==> config.mk <==
export PLATFORM = sky130hd
export DESIGN_NAME = exmem_skid_reg
export DESIGN_NICKNAME = d
export VERILOG_FILES = /design/src/rtl/exmem_skid_reg_pkg.sv /design/src/rtl/exmem_slot.sv /design/src/rtl/exmem_skid_reg.sv
export SDC_FILE = /design/constraint.sdc
export NUM_CORES = 1
export LEC_CHECK = 0
export ABC_AREA = 1
export CAP_MARGIN = 20
export CORE_UTILIZATION = 30
export CTS_BUF_LIST = sky130_fd_sc_hd__clkbuf_4 sky130_fd_sc_hd__clkbuf_8
export CTS_CLUSTER_DIAMETER = 150
export DETAILED_ROUTE_END_ITERATION = 10
export PLACE_DENSITY = 0.53
export SYNTH_ARGS = -nofsm -noshare
export SYNTH_HDL_FRONTEND = slang
export SYNTH_SLANG_ARGS = --single-unit
==> constraint.sdc <==
create_clock -name clk -period 2.2 [get_ports clk]
set_input_delay 0.33 -clock clk [delete_from_list [all_inputs] [get_ports clk]]
set_output_delay 0.33 -clock clk [all_outputs]
set_load 0.005 [all_outputs]
==> src/rtl/exmem_skid_reg_pkg.sv <==
// Shared types and constants for the EX->MEM skid register.
// Holds the FSM state encoding, load-type codes and the payload width helper.
package exmem_skid_reg_pkg;

  typedef enum logic [1:0] {
    EXMEM_EMPTY = 2'd0,
    EXMEM_ONE   = 2'd1,
    EXMEM_FULL  = 2'd2
  } exmem_state_e;

  localparam logic [2:0] LT_LB   = 3'd0;
  localparam logic [2:0] LT_LH   = 3'd1;
  localparam logic [2:0] LT_LW   = 3'd2;
  localparam logic [2:0] LT_LBU  = 3'd3;
  localparam logic [2:0] LT_LHU  = 3'd4;
  localparam logic [2:0] LT_NONE = 3'd7;

  // alu_out, store_data, pc, rd, reg_write, mem_write[4], load_type[3]
  function automatic int payload_w(input int xlen, input int raw);
    return 3 * xlen + raw + 1 + 4 + 3;
  endfunction

endpackage

==> src/rtl/exmem_slot.sv <==
// One payload entry: load-enabled register with synchronous clear.
module exmem_slot #(
  parameter int W = 8
) (
  input  logic         clk,
  input  logic         rst_n,
  input  logic         ld,
  input  logic         clr,
  input  logic [W-1:0] d,
  output logic [W-1:0] q
);

  always_ff @(posedge clk) begin
    if (!rst_n || clr) q <= '0;
    else if (ld)       q <= d;
  end

endmodule

==> src/rtl/exmem_skid_reg.sv <==
// Elastic EX->MEM register with a 2-entry skid so ex_ready comes straight from flops.
// Optional counters enabled by defining EXMEM_STAT_EN.
module exmem_skid_reg
  import exmem_skid_reg_pkg::*;
#(
  parameter int XLEN       = 32,
  parameter int REG_ADDR_W = 5
) (
  input  logic                  clk,
  input  logic                  rst_n,
  input  logic                  flush,
  input  logic                  ex_valid,
  output logic                  ex_ready,
  input  logic [XLEN-1:0]       ex_alu_out,
  input  logic [XLEN-1:0]       ex_store_data,
  input  logic [XLEN-1:0]       ex_pc,
  input  logic [REG_ADDR_W-1:0] ex_rd,
  input  logic                  ex_reg_write,
  input  logic [3:0]            ex_mem_write,
  input  logic [2:0]            ex_load_type,
  output logic                  mem_valid,
  input  logic                  mem_ready,
  output logic [XLEN-1:0]       mem_alu_out,
  output logic [XLEN-1:0]       mem_store_data,
  output logic [XLEN-1:0]       mem_pc,
  output logic [REG_ADDR_W-1:0] mem_rd,
  output logic                  mem_reg_write,
  output logic [3:0]            mem_mem_write,
  output logic [2:0]            mem_load_type
`ifdef EXMEM_STAT_EN
  ,
  output logic [31:0]           stat_stall_cnt,
  output logic [15:0]           stat_flush_cnt
`endif
);

  localparam int PW = payload_w(XLEN, REG_ADDR_W);

  exmem_state_e state, nxt;
  logic          in_fire, out_fire;
  logic          main_ld, main_clr, skid_ld;
  logic [PW-1:0] in_pl, main_d, main_q, skid_q;

  assign in_fire  = ex_valid & ex_ready;
  assign out_fire = mem_valid & mem_ready;

  // Writes to x0 are dropped at capture so MEM/WB never see them.
  assign in_pl = {ex_alu_out, ex_store_data, ex_pc, ex_rd,
                  ex_reg_write & (ex_rd != '0), ex_mem_write, ex_load_type};

  always_comb begin
    nxt      = state;
    main_ld  = 1'b0;
    main_clr = 1'b0;
    skid_ld  = 1'b0;
    main_d   = in_pl;
    case (state)
      EXMEM_EMPTY: if (in_fire) begin
        main_ld = 1'b1;
        nxt     = EXMEM_ONE;
      end
      EXMEM_ONE: begin
        if (in_fire && out_fire) begin
          main_ld = 1'b1;
        end else if (in_fire) begin
          skid_ld = 1'b1;
          nxt     = EXMEM_FULL;
        end else if (out_fire) begin
          main_clr = 1'b1;
          nxt      = EXMEM_EMPTY;
        end
      end
      EXMEM_FULL: if (out_fire) begin
        main_ld = 1'b1;
        main_d  = skid_q;
        nxt     = EXMEM_ONE;
      end
      default: begin
        main_clr = 1'b1;
        nxt      = EXMEM_EMPTY;
      end
    endcase
    // Clearing MAIN keeps mem_* at zero while empty after a flush.
    if (flush) begin
      nxt      = EXMEM_EMPTY;
      main_clr = 1'b1;
      main_ld  = 1'b0;
      skid_ld  = 1'b0;
    end
  end

  always_ff @(posedge clk) begin
    if (!rst_n) begin
      state     <= EXMEM_EMPTY;
      mem_valid <= 1'b0;
      ex_ready  <= 1'b1;
    end else begin
      state     <= nxt;
      mem_valid <= (nxt != EXMEM_EMPTY);
      ex_ready  <= (nxt != EXMEM_FULL);
    end
  end

  exmem_slot #(.W(PW)) u_main (
    .clk(clk), .rst_n(rst_n), .ld(main_ld), .clr(main_clr), .d(main_d), .q(main_q)
  );

  exmem_slot #(.W(PW)) u_skid (
    .clk(clk), .rst_n(rst_n), .ld(skid_ld), .clr(1'b0), .d(in_pl), .q(skid_q)
  );

  assign {mem_alu_out, mem_store_data, mem_pc, mem_rd,
          mem_reg_write, mem_mem_write, mem_load_type} = main_q;

`ifdef EXMEM_STAT_EN
  always_ff @(posedge clk) begin
    if (!rst_n) begin
      stat_stall_cnt <= '0;
      stat_flush_cnt <= '0;
    end else begin
      if (mem_valid && !mem_ready)
        stat_stall_cnt <= stat_stall_cnt + 32'd1;
      if (flush && (state != EXMEM_EMPTY || ex_valid))
        stat_flush_cnt <= stat_flush_cnt + 16'd1;
    end
  end
`endif

endmodule

==> results of run 1 <==
==> power groups by stage <==
stage	registers (mW)	logic [mW]	clock network [mW]
after floorplan	4.28	0.507	0
after detailed placement	4.28	1.04	0
after global placement	4.28	1.04	0
after CTS	4.20	1.05	4.47
after global routing	4.21	1.17	4.65
final	4.20	1.03	4.29
==> synth_stat cells <==
cell	n
nand2_1	559
nor2_1	441
inv_1	227
dfxtp_1	222
o21ai_0	108
buf_2	42
clkbuf_1	41
nand3_1	6
buf_6	5
buf_1	4
buf_4	2
a21oi_1	1
a21oi_2	1
inv_2	1
nand2_2	1
nand2_4	1
nand3b_1	1
nand4_1	1
nor2_2	1
==> layout make-up <==
class / count / area share, %
Timing Repair Buffer: 254 / 19.6
Clock inverter: 1 / 0.217
Sequential cell: 222 / 32.1
Multi-Input combinational cell: 1121 / 31.7
Clock buffer: 70 / 6.18
Inverter: 228 / 6.17
Tap cell: 442 / 3.99
Antenna cell: 3 / 0.0542
==> through the flow <==
stage | total power, mW | std cells | utilization [%] | hold WS [ps] | setup WS (ps)
after floorplan | 4.79 | 1665 | - | 465 | 712
after global placement | 5.32 | 2267 | 39.5 | 497 | 157
after detailed placement | 5.33 | 2267 | 39.5 | 500 | 138
after CTS | 9.72 | 2338 | 42.2 | 239 | 370
after global routing | 10.0 | 2338 | 42.2 | 276 | 344
final | 9.52 | 2341 | 42.2 | 268 | 426
==> worst min path at each step <==
stage / startpoint / to / cells after the start
3_3_place_gp: u_main.q[28] / u_main.q[28] / 4
4_1_cts: rst_n / ex_ready / 4
5_1_grt: rst_n / ex_ready / 4
2_1_floorplan: ex_load_type[0] / u_skid.q[0] / 2
6_report: rst_n / ex_ready / 4
3_5_place_dp: u_main.q[26] / u_main.q[26] / 4
==> state kept, by name, indices dropped and copies added (netlist names) <==
| name | count |
|---|---|
| u_main.q | 109 |
| u_skid.q | 109 |
| state | 2 |
| ex_ready | 1 |
| mem_valid | 1 |
==> cells by family after synthesis <==
logic type / Yosys count
compound gates: 110
flops: 222
simple gates: 1011
buf+inv: 322
==> per-layer routing <==
metal  GRT usage (%)  vias up  routed length, um  share of wire, %
li1                -     5247                  -                 -
met1            20.3     4127              13000                48
met2            24.2      231              11200                41
met3            4.85       54               2130               7.9
met4            4.69        2                639               2.4
met5               0        -                 11             0.041
==> flow_metrics.py, run 1 <==
metrics = {
    "yosys": {
        "netlist.area_leader.share_pct": 43.9,
        "synthCells": 1665,
        "yosysSeqAreaShare_pct": 43.9,
        "synthXorXnorAreaFrac_pct": 0,
        "synth.distinct_cells": 19,
        "syn_avg_cell_area_sq_um": 6.08,
        "synth_compound_area_share_pct": 5.47,
        "synthSimpleGateAreaFrac_pct": 37.7,
        "synthTopCellsByArea": "dfxtp_1, nand2_1, nor2_1",
        "yosys.area.top_type": "dfxtp_1",
        "synth-seq-cells": 222,
        "yosysWarnings": 0,
        "syn-cell-area_sq_um": 10100,
        "synthAdderAreaFrac_pct": 0,
        "synth_top_family_by_area": "simple AND/OR/NAND/NOR gates",
        "muxShareOfSynthArea_pct": 0,
        "syn_nets": 1779,
    },
    "pwr": {
        "switching_share_pct": 24.3,
        "p_int_mw": 7.20,
        "switching_power_mw": 2.31,
        "p_leak_nw": 7.04,
        "combPwrFrac_pct": 10.9,
        "max-vdd-ir-drop_uv": 305,
        "clkPwrFrac_pct": 45.1,
        "share_seq_of_total_power_pct": 44.1,
        "p_per_area_nw_per_um2": 687,
    },
    "global_routing": {
        "grt_pass1_wl_um": 43300,
        "grt_max_degree": 110,
        "grt_overflow": 0,
        "grt_pass1_vias": 8662,
        "grt_usage_pct": 15.5,
        "antenna_found_initial": 5,
    },
    "worst_setup_path": {
        "cp.arrival_ps": 1440,
        "crit_cells": 1,
        "startpoint_type": "register",
        "critical_path_buf_inv_count": 1,
        "crit_chain": "clkdlybuf4s50_1",
        "slowest_stage": "clkdlybuf4s50_1",
        "required_ps": 1870,
        "r2r-end": "u_skid.q[86]",
        "rr_worst_depth": 8,
        "worst_setup_path_end_kind": "primary output",
        "crit_family": "buffers and inverters",
        "reg2reg_from": "state[0]",
        "r2r_setup_slack_ps": 560,
        "cp-endpoint": "mem_alu_out[6]",
        "critPathMaxFanout": 2,
        "slowest_delay_ps": 590,
        "crit_path_start": "u_main.q[83]",
        "path_class": "register to primary output",
    },
    "clock_tree": {
        "cts_buffer_depth": 3,
        "cts_tree": "done",
        "cts_hold_buf": 0,
        "postCtsSetupBuffers": 0,
        "ctsRootBufferMaster": "clkbuf_8",
        "worstSkewPairLatency_ps": 530,
        "cts.repair.resized": 0,
        "numCtsBuffers": 42,
        "clkSlewWorstSetupHoldPaths_ps": 60,
        "htree_num_levels": 2,
        "cts.sinks": 222,
    },
    "drt": {
        "ant_nets": 0,
        "first_pass_iters": 5,
        "wl_per_cell_um": 11.5,
        "drt-initial-drc-count": 465,
        "viasPerCell": 4.13,
        "route.detailed.drc": 0,
        "num_vias": 9661,
        "wl_um": 27000,
    },
    "min_path": {
        "hold_path_class": "primary input to register",
    },
    "placed_design": {
        "place_congestion": 0.753,
        "place_area_sq_um": 13000,
        "hpwlAfterDp_um": 17600,
        "numPortBuffers": 224,
    },
    "floorplan": {
        "core_sq_um": 32900,
        "initial_core_util_pct": 30.8,
        "die_h_um": 186,
        "dieWidth_um": 186,
        "ios": 225,
        "rows": 66,
        "die_area_sq_um": 34500,
    },
    "final_layout": {
        "multi_input_area_sq_um": 4400,
        "num-fill-cells": 3521,
        "final_cell_mix": "nand2_1, nor2_1, inv_1",
        "final_common_cell": "nand2_1",
        "regArea_sq_um": 4440,
        "finalInstanceArea_sq_um": 13900,
        "layout-drive-gt1-share_pct": 5.70,
        "nets": 1983,
        "area_delta_synth_final_pct": 36.9,
    },
    "sta": {
        "fmax_ghz": 0.564,
        "fin_skew_ps": 12.4,
        "setup_viol_count_final": 0,
        "post-route-min-period_ps": 1770,
        "relSlewSlack_pct": 61.7,
        "setup_tns_ps": 0,
        "hold_violations": 0,
        "rsz0062_at_grt": "no",
        "worst_pin_slew_ps": 574,
        "slew_viol_final": 0,
        "fin_crit_sh_pct": 80.7,
    },
    "flow_run": {
        "drv_cap": 0,
    },
    "status": {
        "status": "completed",
    },
}
Power figures use the tool's default switching activity.
==> run 2, diff against run 1 <==
Clock period 2.2 ns to 1.7 ns, I/O delays scaled along.
==> run 2 against run 1 <==
Power increased by 30%; cell count increased by 0.73%; first-iteration DRC count decreased by 16%; setup slack got worse by 360 ps; routed wire length decreased by 0.43%; critical endpoint is now mem_alu_out[17]; hold slack got worse by 52 ps; die area unchanged; utilization increased by 0.54 points; count of clock-buffer cells in the layout increased by 5.
==> flow_metrics.py, run 2 (synthesis gave the netlist of run 1 again) <==
metrics = {
    "status": {
        "status": "completed",
    },
    "drt": {
        "drt-initial-drc-count": 391,
        "route.detailed.drc": 0,
        "first_pass_iters": 5,
        "num_vias": 9635,
        "viasPerCell": 4.09,
        "wl_um": 26900,
        "ant_nets": 0,
        "wl_per_cell_um": 11.4,
    },
    "placed_design": {
        "place_congestion": 0.724,
        "place_inst": 2280,
        "hpwlAfterDp_um": 17600,
        "numPortBuffers": 224,
        "dp_slack_ps": -209,
        "place_area_sq_um": 13000,
    },
    "flow_run": {
        "drv_cap": 0,
    },
    "worst_setup_path": {
        "crit_chain": "clkdlybuf4s50_1",
        "startpoint_type": "register",
        "critical_path_buf_inv_count": 1,
        "path_class": "register to primary output",
        "worst_setup_path_end_kind": "primary output",
        "critPathMaxFanout": 2,
        "cp.arrival_ps": 1380,
        "slowest_delay_ps": 500,
        "slowest_stage": "clkdlybuf4s50_1",
        "crit_family": "buffers and inverters",
        "required_ps": 1440,
    },
    "clock_tree": {
        "cts_tree": "done",
        "cts.sinks": 222,
        "ctsRootBufferMaster": "clkbuf_8",
        "cts_buffer_depth": 3,
        "clkSlewWorstSetupHoldPaths_ps": 50,
        "postCtsSetupBuffers": 0,
        "htree_num_levels": 2,
        "worstSkewPairLatency_ps": 540,
        "numCtsBuffers": 43,
        "cts_hold_buf": 0,
    },
    "min_path": {
        "hold_path_class": "primary input to register",
    },
    "final_layout": {
        "layout-drive-gt1-share_pct": 7.42,
        "regArea_sq_um": 4460,
        "reg_top3": "u_main.q (109), u_skid.q (109), state (2)",
        "multi_input_area_sq_um": 4400,
        "instances_no_fill": 2358,
        "nets": 1997,
        "num-fill-cells": 3526,
        "finalInstanceArea_sq_um": 14000,
        "final_cell_mix": "nand2_1, nor2_1, inv_1",
        "final_common_cell": "nand2_1",
        "area_delta_synth_final_pct": 38.7,
    },
    "pwr": {
        "p_per_area_nw_per_um2": 882,
        "max-vdd-ir-drop_uv": 432,
        "p_leak_nw": 7.68,
    },
    "sta": {
        "relSlewSlack_pct": 62.6,
        "slew_viol_final": 0,
        "setup_viol_count_final": 0,
        "fin_skew_ps": 19.5,
        "setup_ws_ps": 67.1,
        "hold_violations": 0,
        "rsz0062_at_grt": "no",
        "worst_pin_slew_ps": 560,
        "fin_crit_sh_pct": 96.1,
        "post-route-min-period_ps": 1630,
        "fmax_ghz": 0.612,
    },
    "floorplan": {
        "rows": 66,
        "core_sq_um": 32900,
        "die_area_sq_um": 34500,
        "die_h_um": 186,
        "dieWidth_um": 186,
        "initial_core_util_pct": 30.8,
        "ios": 225,
    },
    "global_routing": {
        "grt_pass1_vias": 8632,
        "grt_overflow": 0,
        "grt_max_degree": 110,
        "antenna_found_initial": 4,
        "grt_usage_pct": 15.5,
        "grt_pass1_wl_um": 43000,
    },
}
[run 2: final cells by class]
class / count / share of cell area, %
Antenna cell: 2 / 0.0356
Tap cell: 442 / 3.94
Clock inverter: 1 / 0.0356
Multi-Input combinational cell: 1121 / 31.3
Sequential cell: 222 / 31.8
Inverter: 228 / 6.10
Clock buffer: 75 / 6.51
Timing Repair Buffer: 267 / 20.3
[run 2: repair_timing]
item	4_1_cts	5_1_grt
gates resized for setup	24	36
setup endpoints to repair	24	36
pin swaps	0	0
[run 2: power breakdown]
group	total, mW	switching (mW)	internal [mW]
sequential	5.43	0.0674	5.37
clock	5.60	2.26	3.34
combinational	1.35	0.673	0.674
total	12.4	3.00	9.38
[run 2: stage by stage]
step / util, % / total power, mW / setup TNS (ps) / hold slack, ps
after detailed placement: 39.7 / 6.92 / -26290 / 501
after CTS: 42.5 / 12.6 / 0 / 186
after global routing: 42.7 / 13.0 / 0 / 235
after global placement: 39.7 / 6.90 / -16760 / 498
after floorplan: - / 6.20 / 0 / 390
final: 42.7 / 12.4 / 0 / 216
[run 2: path summary, 6_finish.rpt]
check	from	to	slack [ps]	cells past startpoint
hold reg to reg	u_main.q[81]	u_main.q[81]	510	4
setup / recovery	u_main.q[94]	mem_alu_out[17]	70	1
hold / removal	rst_n	ex_ready	220	4
setup reg to reg	state[0]	u_skid.q[53]	170	8
[run 2: layer usage]
| metal | part of all wire [%] | GRT usage [%] |
|---|---|---|
| met5 | 0.097 | 0 |
| met4 | 2.0 | 4.62 |
| met3 | 7.7 | 4.73 |
| met2 | 42 | 24.4 |
| met1 | 48 | 20.3 |
